$ cat src/rtl/grid_puzzle_engine.sv
// N x N puzzle grid engine: LFSR scramble, user row/column moves, move counter
// and registered win detection.
module grid_puzzle_engine #(
  parameter int          N              = 4,
  parameter int          W              = 2,
  parameter int          SCRAMBLE_MOVES = 16,
  parameter int          CNT_W          = 14,
  parameter logic [15:0] SEED           = 16'hACE1
) (
  input  logic               clk,
  input  logic               reset,
  input  logic               fire,
  input  logic               nRow,
  input  logic [N-1:0]       sel,
  input  logic               add_n,
  input  logic               start,
  output logic [N*N*W-1:0]   grid_state,
  output logic [CNT_W-1:0]   moves,
  output logic               busy,
  output logic               win,
  output logic               error
);

  localparam int              IDX_W    = $clog2(N);
  localparam int              GW       = N * N * W;
  localparam logic [IDX_W:0]  N_EXT    = (IDX_W + 1)'(N);
  localparam logic [7:0]      SCR_LOAD = 8'(SCRAMBLE_MOVES);
  localparam logic [W-1:0]    ONE_W    = 1;
  localparam logic [CNT_W-1:0] ONE_C   = 1;
  localparam logic [N-1:0]    ONE_N    = 1;

  typedef enum logic [1:0] {S_SCRAMBLE, S_PLAY, S_WON} state_t;

  state_t           state_q, state_d;
  logic [GW-1:0]    grid_q, grid_d;
  logic [CNT_W-1:0] moves_q, moves_d;
  logic [15:0]      lfsr_q, lfsr_d;
  logic [7:0]       scnt_q, scnt_d;
  logic             check_q, check_d;

  logic             mv_en, mv_col, mv_dec;
  logic [N-1:0]     mv_line;
  logic [IDX_W:0]   raw_idx, fix_idx;
  logic [N-1:0]     scr_oh;
  logic             all_eq;
  logic             hit;

  assign error = ($countones(sel) != 1);

  always_comb begin
    state_d = state_q;
    grid_d  = grid_q;
    moves_d = moves_q;
    scnt_d  = scnt_q;
    check_d = 1'b0;
    lfsr_d  = {1'b0, lfsr_q[15:1]} ^ (lfsr_q[0] ? 16'hB400 : 16'h0000);
    mv_en   = 1'b0;
    mv_col  = 1'b0;
    mv_dec  = 1'b0;
    mv_line = '0;
    hit     = 1'b0;

    // Scramble line index folds out-of-range values back once for non power-of-2 N.
    raw_idx = {1'b0, lfsr_q[IDX_W-1:0]};
    fix_idx = (raw_idx >= N_EXT) ? (raw_idx - N_EXT) : raw_idx;
    scr_oh  = ONE_N << fix_idx[IDX_W-1:0];

    all_eq = 1'b1;
    for (int i = 1; i < N * N; i++) begin
      if (grid_q[i*W +: W] != grid_q[W-1:0]) all_eq = 1'b0;
    end

    case (state_q)
      S_SCRAMBLE: begin
        if (scnt_q != 8'd0) begin
          mv_en   = 1'b1;
          mv_col  = lfsr_q[15];
          mv_line = scr_oh;
          scnt_d  = scnt_q - 8'd1;
        end else begin
          state_d = S_PLAY;
          moves_d = '0;
        end
      end
      S_PLAY: begin
        if (start) begin
          state_d = S_SCRAMBLE;
          scnt_d  = SCR_LOAD;
          moves_d = '0;
        end else if (check_q && all_eq) begin
          state_d = S_WON;
        end else if (fire && !error) begin
          mv_en   = 1'b1;
          mv_col  = nRow;
          mv_line = sel;
          mv_dec  = add_n;
          moves_d = (&moves_q) ? moves_q : moves_q + ONE_C;
          check_d = 1'b1;
        end
      end
      S_WON: begin
        if (start) begin
          state_d = S_SCRAMBLE;
          scnt_d  = SCR_LOAD;
          moves_d = '0;
        end
      end
      default: state_d = S_SCRAMBLE;
    endcase

    for (int r = 0; r < N; r++) begin
      for (int c = 0; c < N; c++) begin
        hit = mv_col ? mv_line[c] : mv_line[r];
        if (mv_en && hit) begin
          grid_d[(r*N+c)*W +: W] = mv_dec ? grid_q[(r*N+c)*W +: W] - ONE_W
                                          : grid_q[(r*N+c)*W +: W] + ONE_W;
        end
      end
    end
  end

  always_ff @(posedge clk) begin
    if (reset) begin
      state_q <= S_SCRAMBLE;
      grid_q  <= '0;
      moves_q <= '0;
      lfsr_q  <= SEED;
      scnt_q  <= SCR_LOAD;
      check_q <= 1'b0;
    end else begin
      state_q <= state_d;
      grid_q  <= grid_d;
      moves_q <= moves_d;
      lfsr_q  <= lfsr_d;
      scnt_q  <= scnt_d;
      check_q <= check_d;
    end
  end

  assign grid_state = grid_q;
  assign moves      = moves_q;
  assign busy       = (state_q == S_SCRAMBLE);
  assign win        = (state_q == S_WON);

endmodule
$ cat config.mk
export PLATFORM = sky130hd
export DESIGN_NAME = grid_puzzle_engine
export DESIGN_NICKNAME = d
export VERILOG_FILES = /design/src/rtl/grid_puzzle_engine.sv
export SDC_FILE = /design/constraint.sdc
export NUM_CORES = 1
export LEC_CHECK = 0
export ABC_AREA = 0
export BUFFER_PORTS_ARGS = -buffer_cell sky130_fd_sc_hd__buf_2
export CAP_MARGIN = 5
export CORE_MARGIN = 3
export CORE_UTILIZATION = 30
export DETAILED_ROUTE_END_ITERATION = 8
export PLACE_DENSITY_LB_ADDON = 0.1
export SYNTH_ARGS = -nofsm -noshare
export SYNTH_HDL_FRONTEND = slang
export SYNTH_SLANG_ARGS = --single-unit
export TNS_END_PERCENT = 30
$ cat constraint.sdc
create_clock -name clk -period 10.6 [get_ports clk]
set_input_delay 2.12 -clock clk [delete_from_list [all_inputs] [get_ports clk]]
set_output_delay 2.12 -clock clk [all_outputs]
set_load 0.1 [all_outputs]
==> metrics.md <==
| Metric | Value |
|---|---|
| Slew Limit Headroom | 31.32% |
| Achievable Freq | 0.1691 GHz |
| First-pass GRT wire length | 14,810 µm |
| Layout Cells excl Fill | 605 |
| Avg WL per Cell | 14.76 µm |
| #FFs+latches synth | 73 |
| Share of layout cells above drive strength 1 | 18.61% |
| GRT overflow | 0 |
| Leak Pwr | 0.001652 µW |
| Largest net degree at the start of global routing | 56 |
| Fin crit share | 55.79% |
| Nets | 479 |
| Gr usage total | 14.19% |
| CTS Root Cell | clkbuf_16 |
| CP Class | input pin to primary output |
| Num CTS Buffers | 9 |
| PostCTS Resize Cnt | 0 |
| Synth Instances | 411 |
| Asr flop ratio synth | 0% |
| Sequential Power Share | 30.4% |
| Combinational cell fraction of total power | 46.2% |
| Critical Path Sink Type | primary output |
| Htree depth | 3 |
| Remaining antenna violation count after routing | 0 |
| Post-DP HPWL | 6235 µm |
| # diodes | 0 |
| Post-synthesis xor/xnor area fraction | 10.33% |
| Status | completed |
| RSZ-0062 raised after global routing | false |
| Die Y | 115.0 µm |
| CP max FO | 3 |
| CTS tree | done |
| Sequential-to-total area share from yosys stat | 41.03% |
| Max cap viols | 0 |
| Vias | 3,050 |
| Syn. warnings | 0 |
| Net Switching | 636.2 µW |
| Final Max Slew Viols | 0 |
| Starting Density | 30.93% |
| Adder-Cell Fraction of Synth Area | 4.074% |
| # DRC | 0 |
| Clock tree buffer depth | 2 |
| Synthesized area per cell | 8.667 µm² |
| Max VDD drop | 132.1 µV |
| R2R Path Start | grid_state[0] |
| Post-Route WL | 8930 µm |
| Combinational family with the most area after synthesis | simple AND/OR/NAND/NOR gates |
| Hold Path Depth | 1 |
| Placed insts | 590 |
| DR vias/cell | 5.041 |
| Row count | 39 |
| Most common cell after layout, fill and taps aside | dfxtp_1 |
| Synth Net Count | 432 |
| EDFF count, synth | 0 |
| Core Box Area | 11,520 µm² |
| I/O Pins | 59 |
| Mux share of post-synthesis cell area | 0.8430% |
| Min Tclk post-route | 5.914 ns |
| CP startpoint kind | input pin |
| Switching share of power | 48.85% |
| Final GP Congestion | 0.7375 |
| Skew final | 0.007155 ns |
| Synth Flop Type | dfxtp_1 |
| Initial antenna violation count | 0 |
| Number of DRC markers in iteration 0 | 152 |
| Yosys cell types | 46 |
| Vias in the first global route | 2,720 |
| CTS Sinks | 73 |
| DIE WIDTH | 115.0 µm |
| R2R cell count | 8 |
| Clock transition at path regs | 0.06 ns |
| Final setup vio count | 0 |
| Hold buffers post-CTS | 0 |
| Pwr/cell area | 308.4 nW/µm² |
| Worst hold path type | flop to flop |
| Clock power frac | 23.4% |
| Reg2reg end | grid_state[25] |
| Synth Area in Simple Gates | 24.41% |
| Commonest cells after routing, fill and taps aside | 73 x dfxtp_1, 58 x buf_2, 39 x nor2_1, 33 x xnor2_1, 31 x a21oi_1 |
| Worst Tran Pin Value | 1.030 ns |
| Synth Area in Compound Gates | 14.72% |
| R2R setup slack | 7.32 ns |
| Required time of the critical path | 8.48 ns |
| Pre-Repair DR Iteration Count | 4 |
| Hold path startpoint | lfsr_q[12] |
| Die area | 13,220 µm² |
| IO Port Bufs | 58 |
| Setup TNS | 0 ns |
| Critical Path AT | 3.79 ns |
| Internal | 666.3 µW |
| Number of fill cells in the layout | 1,184 |
| P&R area growth vs syn | 18.55% |
| Post-Syn Area | 3562 µm² |
| Hold Vio Cnt, Final | 0 |
| Hold Path End | lfsr_q[11] |
| # Post-CTS Setup Buffers | 0 |
| Skew-Pair Late Insertion Delay | 0.33 ns |
[power by group through the flow]
stage	clock (µW)	combinational [µW]	sequential [µW]
floorplan	0	275	631
global placement	0	601	400
detailed placement	0	605	403
CTS	315	607	397
global route	326	651	407
finish	305	602	395
[synthesized netlist by cell type, types with 2 or more instances]
master	count	area (µm²)
clkbuf_1	13	48.80
inv_1	16	60.06
xor2_1	9	78.83
or2_2	6	37.54
o21ai_0	23	115.1
a21oi_1	31	155.2
and3_1	2	12.51
nand2b_1	4	25.02
mux2i_1	3	30.03
nor3_1	9	45.04
or3_1	22	137.6
dfxtp_1	73	1461
nor2b_1	12	75.07
nor4_1	6	37.54
or4_1	15	112.6
nand3_1	15	75.07
a2bb2o_1	2	20.02
a22oi_1	2	15.01
nand4_1	8	50.05
buf_2	5	25.02
buf_1	2	7.510
nand2_1	18	67.56
ha_1	10	125.1
buf_6	2	22.52
xnor2_1	33	289.0
o31ai_1	12	90.09
nor2_1	39	146.4
[final cells by class]
class	count	area [µm²]	area share, %
timing repair buffer	58	290.3	6.874
clock buffer	10	239.0	5.659
tap	143	178.9	4.237
inverter	16	60.06	1.422
sequential	73	1461	34.61
clock inverter	5	56.30	1.333
multi-input combinational	300	1937	45.87
[sequential cells by signal, summed over array words and instances, names as in the netlist]
name / count
moves: 14
lfsr_q: 16
grid_state: 32
check_q: 1
scnt_q: 8
state_q: 2
[worst max-delay path by stage]
stage | from | end | slack [ns] | cells past startpoint
final | sel[0] | error | 4.69 | 9
after global routing | sel[0] | error | 4.59 | 9
after CTS | sel[0] | error | 4.67 | 9
after detailed placement | sel[0] | error | 4.68 | 9
after global placement | sel[0] | error | 4.70 | 9
after floorplan | sel[0] | error | 4.63 | 7
[layer usage]
layer | up-vias | wire length (µm) | GRT usage [%]
li1 | 1547 | - | -
met1 | 1425 | 4418 | 19.70
met2 | 65 | 3936 | 21.06
met3 | 13 | 425 | 3.895
met4 | 0 | 150 | 5.164
met5 | - | 0 | 0
[cell families after synthesis]
family	count (synthesis)
XOR/XNOR	42
adder cells (fa/ha/maj)	11
AND/OR/NAND/NOR	161
flip-flops	73
AO/OA/AOI/OAI	83
buffers and inverters	38
multiplexers	3
[worst max-delay path, cell delays in order]
cell	delay [ns]
buf_2	0.09
inv_1	0.05
fa_1	0.52
inv_1	0.04
ha_1	0.17
ha_1	0.27
nor2_1	0.06
nand2_1	0.06
buf_2	0.41
[through the flow]
step	utilization, %	total power [µW]	hold WS, ns	area (µm²)	worst slack (ns)
final	36.67	1302	0.4004	4223	4.686
after global routing	36.67	1384	0.4192	4223	4.588
after CTS	36.67	1319	0.4052	4223	4.675
after detailed placement	34.10	1007	0.3976	3928	4.680
after global placement	34.10	1002	0.3908	3928	4.704
after floorplan	-	905.8	0.3895	3562	4.632
Power figures use the tool's default switching activity.
